$ cat src/rtl/pc_fetch_unit.sv
// Program-counter register and single-word instruction fetch sequencer (FETCH/WAIT/HOLD).
// Optional retire counter output fetch_count is built when PC_FETCH_CNT_EN is defined.
module pc_fetch_unit #(
  parameter int unsigned         ADDR_W   = 16,
  parameter int unsigned         DATA_W   = 16,
  parameter logic [ADDR_W-1:0]   RESET_PC = '0
) (
  input  logic              clk,
  input  logic              rst_n,
  input  logic [ADDR_W-1:0] pc_next,
  output logic [ADDR_W-1:0] pc,
  output logic              bram_rd_en,
  output logic [ADDR_W-1:0] bram_addr,
  input  logic [DATA_W-1:0] bram_rdata,
  output logic [DATA_W-1:0] instr,
  output logic              instr_valid,
  input  logic              instr_ready,
  input  logic              flush,
  input  logic              halt
`ifdef PC_FETCH_CNT_EN
  ,
  output logic [15:0]       fetch_count
`endif
);

  typedef enum logic [1:0] {
    ST_FETCH = 2'd0,
    ST_WAIT  = 2'd1,
    ST_HOLD  = 2'd2
  } state_t;

  state_t              state_q, state_d;
  logic [ADDR_W-1:0]   pc_q, pc_d;
  logic [DATA_W-1:0]   instr_q, instr_d;
  logic                valid_q, valid_d;

  // A flush in FETCH redirects the PC instead of reading the stale address.
  // Gating with rst_n keeps the strobe low while reset is held.
  assign bram_rd_en  = rst_n && (state_q == ST_FETCH) && !halt && !flush;
  assign bram_addr   = pc_q;
  assign pc          = pc_q;
  assign instr       = instr_q;
  assign instr_valid = valid_q;

  always_comb begin
    // NOTE: every output of this block gets a default first, so no path can infer a latch.
    state_d = state_q;
    pc_d    = pc_q;
    instr_d = instr_q;
    valid_d = valid_q;
    case (state_q)
      ST_FETCH: begin
        if (flush) begin
          pc_d = pc_next;
        end else if (!halt) begin
          state_d = ST_WAIT;
        end
      end
      ST_WAIT: begin
        if (flush) begin
          pc_d    = pc_next;
          state_d = ST_FETCH;
        end else begin
          instr_d = bram_rdata;
          valid_d = 1'b1;
          state_d = ST_HOLD;
        end
      end
      ST_HOLD: begin
        if (flush || instr_ready) begin
          valid_d = 1'b0;
          pc_d    = pc_next;
          state_d = ST_FETCH;
        end
      end
      default: begin
        valid_d = 1'b0;
        state_d = ST_FETCH;
      end
    endcase
  end

  // NOTE: sequential state uses non-blocking assignments so all registers update together.
  always_ff @(posedge clk or negedge rst_n) begin
    if (!rst_n) begin
      state_q <= ST_FETCH;
      pc_q    <= RESET_PC;
      instr_q <= '0;
      valid_q <= 1'b0;
    end else begin
      state_q <= state_d;
      pc_q    <= pc_d;
      instr_q <= instr_d;
      valid_q <= valid_d;
    end
  end

`ifdef PC_FETCH_CNT_EN
  logic        retire;
  logic [15:0] cnt_q;

  // Only words actually consumed by the engine are counted; flush wins over ready.
  assign retire      = (state_q == ST_HOLD) && instr_ready && !flush;
  assign fetch_count = cnt_q;

  always_ff @(posedge clk or negedge rst_n) begin
    if (!rst_n) begin
      cnt_q <= '0;
    end else if (retire) begin
      cnt_q <= cnt_q + 16'd1;
    end
  end
`endif

endmodule

$ cat config.mk
export PLATFORM = sky130hd
export DESIGN_NAME = pc_fetch_unit
export DESIGN_NICKNAME = d
export VERILOG_FILES = /design/src/rtl/pc_fetch_unit.sv
export SDC_FILE = /design/constraint.sdc
export NUM_CORES = 1
export LEC_CHECK = 0
export BUFFER_PORTS_ARGS = -buffer_cell sky130_fd_sc_hd__buf_2
export CAP_MARGIN = 20
export CELL_PAD_IN_SITES_DETAIL_PLACEMENT = 1
export CELL_PAD_IN_SITES_GLOBAL_PLACEMENT = 2
export CORE_MARGIN = 1.5
export CORE_UTILIZATION = 29
export CTS_CLUSTER_SIZE = 10
export DETAILED_ROUTE_END_ITERATION = 10
export PLACE_DENSITY = 0.87
export SLEW_MARGIN = 20
export SYNTH_ARGS = -nofsm -noshare
export SYNTH_HDL_FRONTEND = slang
export SYNTH_SLANG_ARGS = --single-unit
$ cat constraint.sdc
create_clock -name clk -period 1.7 [get_ports clk]
set_clock_uncertainty 0.15 [all_clocks]
set_input_delay 0.17 -clock clk [delete_from_list [all_inputs] [get_ports clk]]
set_output_delay 0.17 -clock clk [all_outputs]
set_load 0.01 [all_outputs]
Word-level counts from Yosys, hierarchy flattened
Index checks and enable logic that the tools add are counted.
{"block": "totals", "wordCells": 37, "ff_bits": 35}
{"block": "op_classes", "n_eq_ne": 7, "mux": 11, "n_reduce_logical": 13, "bitwise": 2}
{"operator": "$mux W16", "count": 2}
{"operator": "$pmux W16 S2", "count": 1}
{"operator": "$reduce_and A3 Y1", "count": 3}
{"operator": "$mux W2", "count": 4}
{"operator": "$ne A2 B2 Y1 const B", "count": 4}
{"operator": "$pmux W2 S3", "count": 1}
{"operator": "$logic_and A1 B1 Y1", "count": 3}
{"operator": "$pmux W1 S3", "count": 1}
{"operator": "$eq A2 B1 Y1 const B", "count": 1}
{"operator": "$eq A2 B2 Y1 const B", "count": 1}
{"operator": "$logic_not A1 Y1", "count": 2}
{"operator": "$logic_not A2 Y1", "count": 1}
{"operator": "$mux W1", "count": 2}
{"operator": "$ne A2 B1 Y1 const B", "count": 1}
{"operator": "$not A1 Y1", "count": 2}
{"operator": "$reduce_and A2 Y1", "count": 1}
{"operator": "$reduce_bool A2 Y1", "count": 1}
{"operator": "$reduce_or A2 Y1", "count": 1}
{"operator": "$logic_or A1 B1 Y1", "count": 1}

Depth between registers and ports, before layout
{"block": "logic_depth", "ltp_word": 4, "depth_mapped": 5, "mapped_depth_nobuf": 3}

Least setup slack after synthesis
Ideal clock, no wire load.
{"block": "synth_path", "kind": "reg-to-reg", "from": "register state_q[1]", "to": "register instr_q[0], in the netlist instr[0]", "arrival_time_ns": 1.208, "period_less_slack_ns": 1.483, "setup_time_ns": 0.125, "n_path_buf": 1, "required_time_ns": 1.425, "slack_ns": 0.217, "path_stages_with_launch": 5, "path_cell_list": "dfrtp_1 -> nand2b_1 -> nor2_4 -> buf_12 -> mux2_4"}
{"block": "synth_between", "elab_chain_len": 2}
{"item": "start: declaration", "line_no": "32", "source": "state_t state_q, state_d;"}
{"item": "start signal: assignment", "line_no": "91", "source": "state_q <= state_d;"}
{"item": "$eq A2 B1 Y1", "line_no": "51", "source": "case (state_q)"}
{"item": "$reduce_and A2 Y1 (no line)"}
{"item": "end signal: assignment", "line_no": "93", "source": "instr_q <= instr_d;"}
{"item": "end: declaration", "line_no": "34", "source": "logic [DATA_W-1:0] instr_q, instr_d;"}
No other way between the ends.
A chain may end at the register's enable or synchronous reset.

Worst setup path in the final report
{"block": "layout_path", "from": "register state_q[0]", "to": "output port bram_rd_en"}
{"block": "layout_between", "elab_chain_len": 4}
{"item": "$logic_not A2 Y1", "line_no": "39", "source": "assign bram_rd_en = rst_n && (state_q == ST_FETCH) && !halt && !flush;"}
{"item": "$logic_and A1 B1 Y1 (3 in a row)", "line_no": "39"}
{"item": "end: declaration", "line_no": "12", "source": "output logic bram_rd_en,"}
No other way between the ends.

==> impl_results.rst <==
.. list-table::
   :header-rows: 1

   * - Metric
     - Value
   * - Clock Tree Root
     - clkbuf_8
   * - Worst Max-Slew Pin Slew
     - 0.738 ns
   * - N_diodes
     - 0
   * - Count of antenna-violating nets left after detailed routing
     - 0
   * - Register bit count reported by yosys
     - 35
   * - Boundary pin count
     - 87
   * - Number of enable-type register cells in the synthesized netlist
     - 0
   * - Static Leakage
     - 1.25 nW
   * - Finished Cell Area
     - 2710 µm²
   * - Min Tclk post-route
     - between 1.5 and 2 ns
   * - Post-synthesis sequential area ratio
     - 0.444
   * - Hold EP
     - bram_addr[13]$_DFFE_PN0P_
   * - Pin count of the biggest net entering global routing
     - 36
   * - Switching Share
     - 0.312
   * - Commonest register cell after synthesis
     - dfrtp_1
   * - Most frequent standard cell in the layout excluding fill and tap cells
     - buf_2
   * - Most congested layer reported by global routing
     - met2
   * - Startpoint types
     - register
   * - Worst EP required
     - 1.38 ns
   * - Initial Util
     - 0.306
   * - Post-route fraction of the period consumed by the critical path
     - 0.964
   * - Total cell area at the placement stage
     - 2390 µm²
   * - Crit path arrival time
     - 1.32 ns
   * - Number of design rule violations left after detail routing
     - 6
   * - Global Route Usage Sum
     - 0.153
   * - Iteration-0 DRC Markers
     - 123
   * - Setup repair after global routing missed its margin
     - true
   * - Placeable core region
     - 6460 µm²
   * - Initial antenna violation count
     - 0
   * - Hpwl dp
     - 3680 µm
   * - Worst min-delay path class
     - in -> reg
   * - Run status
     - complete, but fails checks
   * - Flop2flop setup slack
     - 0.14 ns
   * - Depth of the CTS H-tree
     - 2
   * - Layout net count
     - 289
   * - TritonCTS clock tree
     - yes
   * - Max-slew violations
     - 0
   * - Max_cap viols
     - 0
   * - Total global routing overflow
     - 0
   * - Number of placed cells counting well taps
     - between 300 and 400
   * - Worst Setup End Kind
     - primary output
   * - Internal power contribution
     - approximately 0.0019 W
   * - Post-route non-filler standard cell count
     - 330
   * - Routed via count divided by cell count
     - roughly 5.1
   * - Sw Pwr
     - 0.000864 W
   * - Final Hold Violating Endpoints
     - 0
   * - Via count of the first global-routing pass
     - 1,739
   * - Average cell area after synthesis
     - 12.5 µm²
   * - Number of distinct library cells after synthesis
     - 24
   * - Met2 Track Usage GR
     - 0.268
   * - Fraction of final layout cells with drive strength greater than 1
     - 0.534
   * - Sequential Power Share
     - 0.406
   * - Most frequent cells in the layout
     - buf_2, dfrtp_1, mux2_4
   * - Number of warnings printed during yosys synthesis
     - 0
   * - Cell Area, Synth
     - 1970 µm²
   * - Total iterations of the first detailed-routing run
     - 8
   * - Worst VDD drop
     - 0.451 mV
   * - Failing checks
     - DRC
   * - Comb pwr share
     - 0.309
   * - Part of the total power dissipated in the clock network
     - 0.285
   * - Vias after detailed routing
     - 1,699
   * - Final wirelength
     - approximately 5500 µm
   * - Setup violation total in the final timing report
     - 0
   * - Gate count after technology mapping
     - 158
   * - Start of the worst register-to-register path
     - state_q[1]$_DFFE_PN0P_
   * - Worst setup path class
     - reg -> out
   * - Capture instance of the worst register-to-register path
     - instr[6]$_DFFE_PN0P_
   * - Global routing usage on met3
     - 0.0370
   * - CTS Buffer Depth
     - 2
   * - Full die area
     - 7310 µm²
   * - Pwr dens
     - 1020 nW/µm²
   * - Average routed wire per standard cell
     - 16.6 µm
   * - Rows
     - 29
   * - Insertion delay to the later sink of the worst-skew pair
     - 0.29 ns
   * - Count of input and output buffers
     - 86
   * - Area Overhead vs Synth
     - 37.5%
   * - Total CTS buffers
     - 5
   * - Synthesized net count
     - 195
   * - Number of filler cells placed in the layout
     - 730
   * - Peak fanout along the critical path
     - 5
   * - Clock sink count
     - 35
   * - RD Place Congestion
     - 0.726
   * - Ys async rst share
     - 1.00
   * - Die width
     - 85.5 µm
   * - Cell count of the worst reg-to-reg path
     - 4
   * - Clock-pin transition on the worst setup and hold timing paths
     - 0.08 ns
   * - Wire length of the first global-routing pass
     - ~8700 µm
   * - Number of instances on the worst hold path
     - 3
   * - GR Layer Usage met1
     - 0.188
   * - Maximum clock frequency
     - ~0.61 GHz
   * - Remaining max-slew budget at the tightest pin
     - 0.507
   * - Min-Delay Startpoint
     - pc_next[13]
   * - Die height
     - 85.5 µm
## state kept, by name, summed over array words and instances, names as in the netlist
signal and count:
bram_addr 16, instr 16, instr_valid 1, state_q 2
## cells in the mapped netlist, drive strengths merged (2+ instances only)
cell type	instances	area, µm²
mux2	32	432
nor2	2	17.5
buf	24	200
a222oi	16	160
inv	2	7.51
nor2b	2	12.5
a22oi	16	120
a21oi	2	10.0
o21ai	17	85.1
clkbuf	5	20.0
dfrtp	35	876
## worst max-delay path by stage
stage | startpoint | endpoint | slack, ns
after floorplan | state_q[1]$_DFFE_PN0P_ | instr[0]$_DFFE_PN0P_ | 0.22
after global routing | state_q[0]$_DFFE_PN0P_ | bram_rd_en | -0.01
after CTS | state_q[0]$_DFFE_PN0P_ | bram_rd_en | 0.03
after detailed placement | flush | bram_addr[10]$_DFFE_PN0P_ | 0.08
after global placement | flush | bram_addr[14]$_DFFE_PN0P_ | 0.12
final | state_q[0]$_DFFE_PN0P_ | bram_rd_en | 0.06
## routing by layer
layer | part of all wire | vias to the layer above
met2 | 0.50 | 57
met5 | 0 | -
li1 | - | 787
met3 | 0.058 | 6
met1 | 0.44 | 849
met4 | 0.0091 | 0
## critical path: stages, from the launching register on
cell and delay, ns:
dfrtp_2 0.46, nor4_4 0.29, and2_1 0.15, buf_2 0.13
## stage by stage
stage	util	hold WS [ns]	worst slack (ns)	setup TNS [ns]	power [W]
after floorplan	-	-0.276	0.217	0	0.00167
after global placement	0.370	0.144	0.117	0	0.00193
after detailed placement	0.370	0.146	0.0842	0	0.00197
after CTS	0.417	0.00748	0.0306	0	0.00280
after global routing	0.420	0.0261	-0.0111	-0.0111	0.00293
final	0.420	0.0143	0.0616	0	0.00277
## logic make-up after synthesis
logic type / share of synthesized area
multiplexers: 0.219
buffers and inverters: 0.115
AND/OR/NAND/NOR: 0.0317
AO/OA/AOI/OAI: 0.190
flip-flops: 0.444
## area by class of cell
class | count | area, µm² | share of cell area
well taps | 77 | 96.3 | 0.0355
repair buffers | 116 | 731 | 0.269
flip-flops and latches | 35 | 877 | 0.323
clock inverters | 3 | 47.5 | 0.0175
multi-input cells | 92 | 885 | 0.326
inverters | 2 | 7.51 | 0.00277
clock buffers | 5 | 68.8 | 0.0254
## power groups by stage
stage / Sequential (W) / Combinational [W] / Clock [W]
after floorplan: 0.00121 / 0.000459 / 0
after global placement: 0.00113 / 0.000804 / 0
after detailed placement: 0.00114 / 0.000823 / 0
after CTS: 0.00113 / 0.000858 / 0.000817
after global routing: 0.00115 / 0.000925 / 0.000853
final: 0.00112 / 0.000855 / 0.000788
## timing repair
| item | CTS | global route |
|---|---|---|
| buffers inserted | 0 | 2 |
| endpoints found under the hold margin | 52 | 0 |
| gates resized for setup | 1 | 3 |
| pin swaps | 0 | 2 |
| hold buffers | 18 | 0 |
| setup endpoints to repair | 1 | 1 |
(Power assumes the default switching activity.)
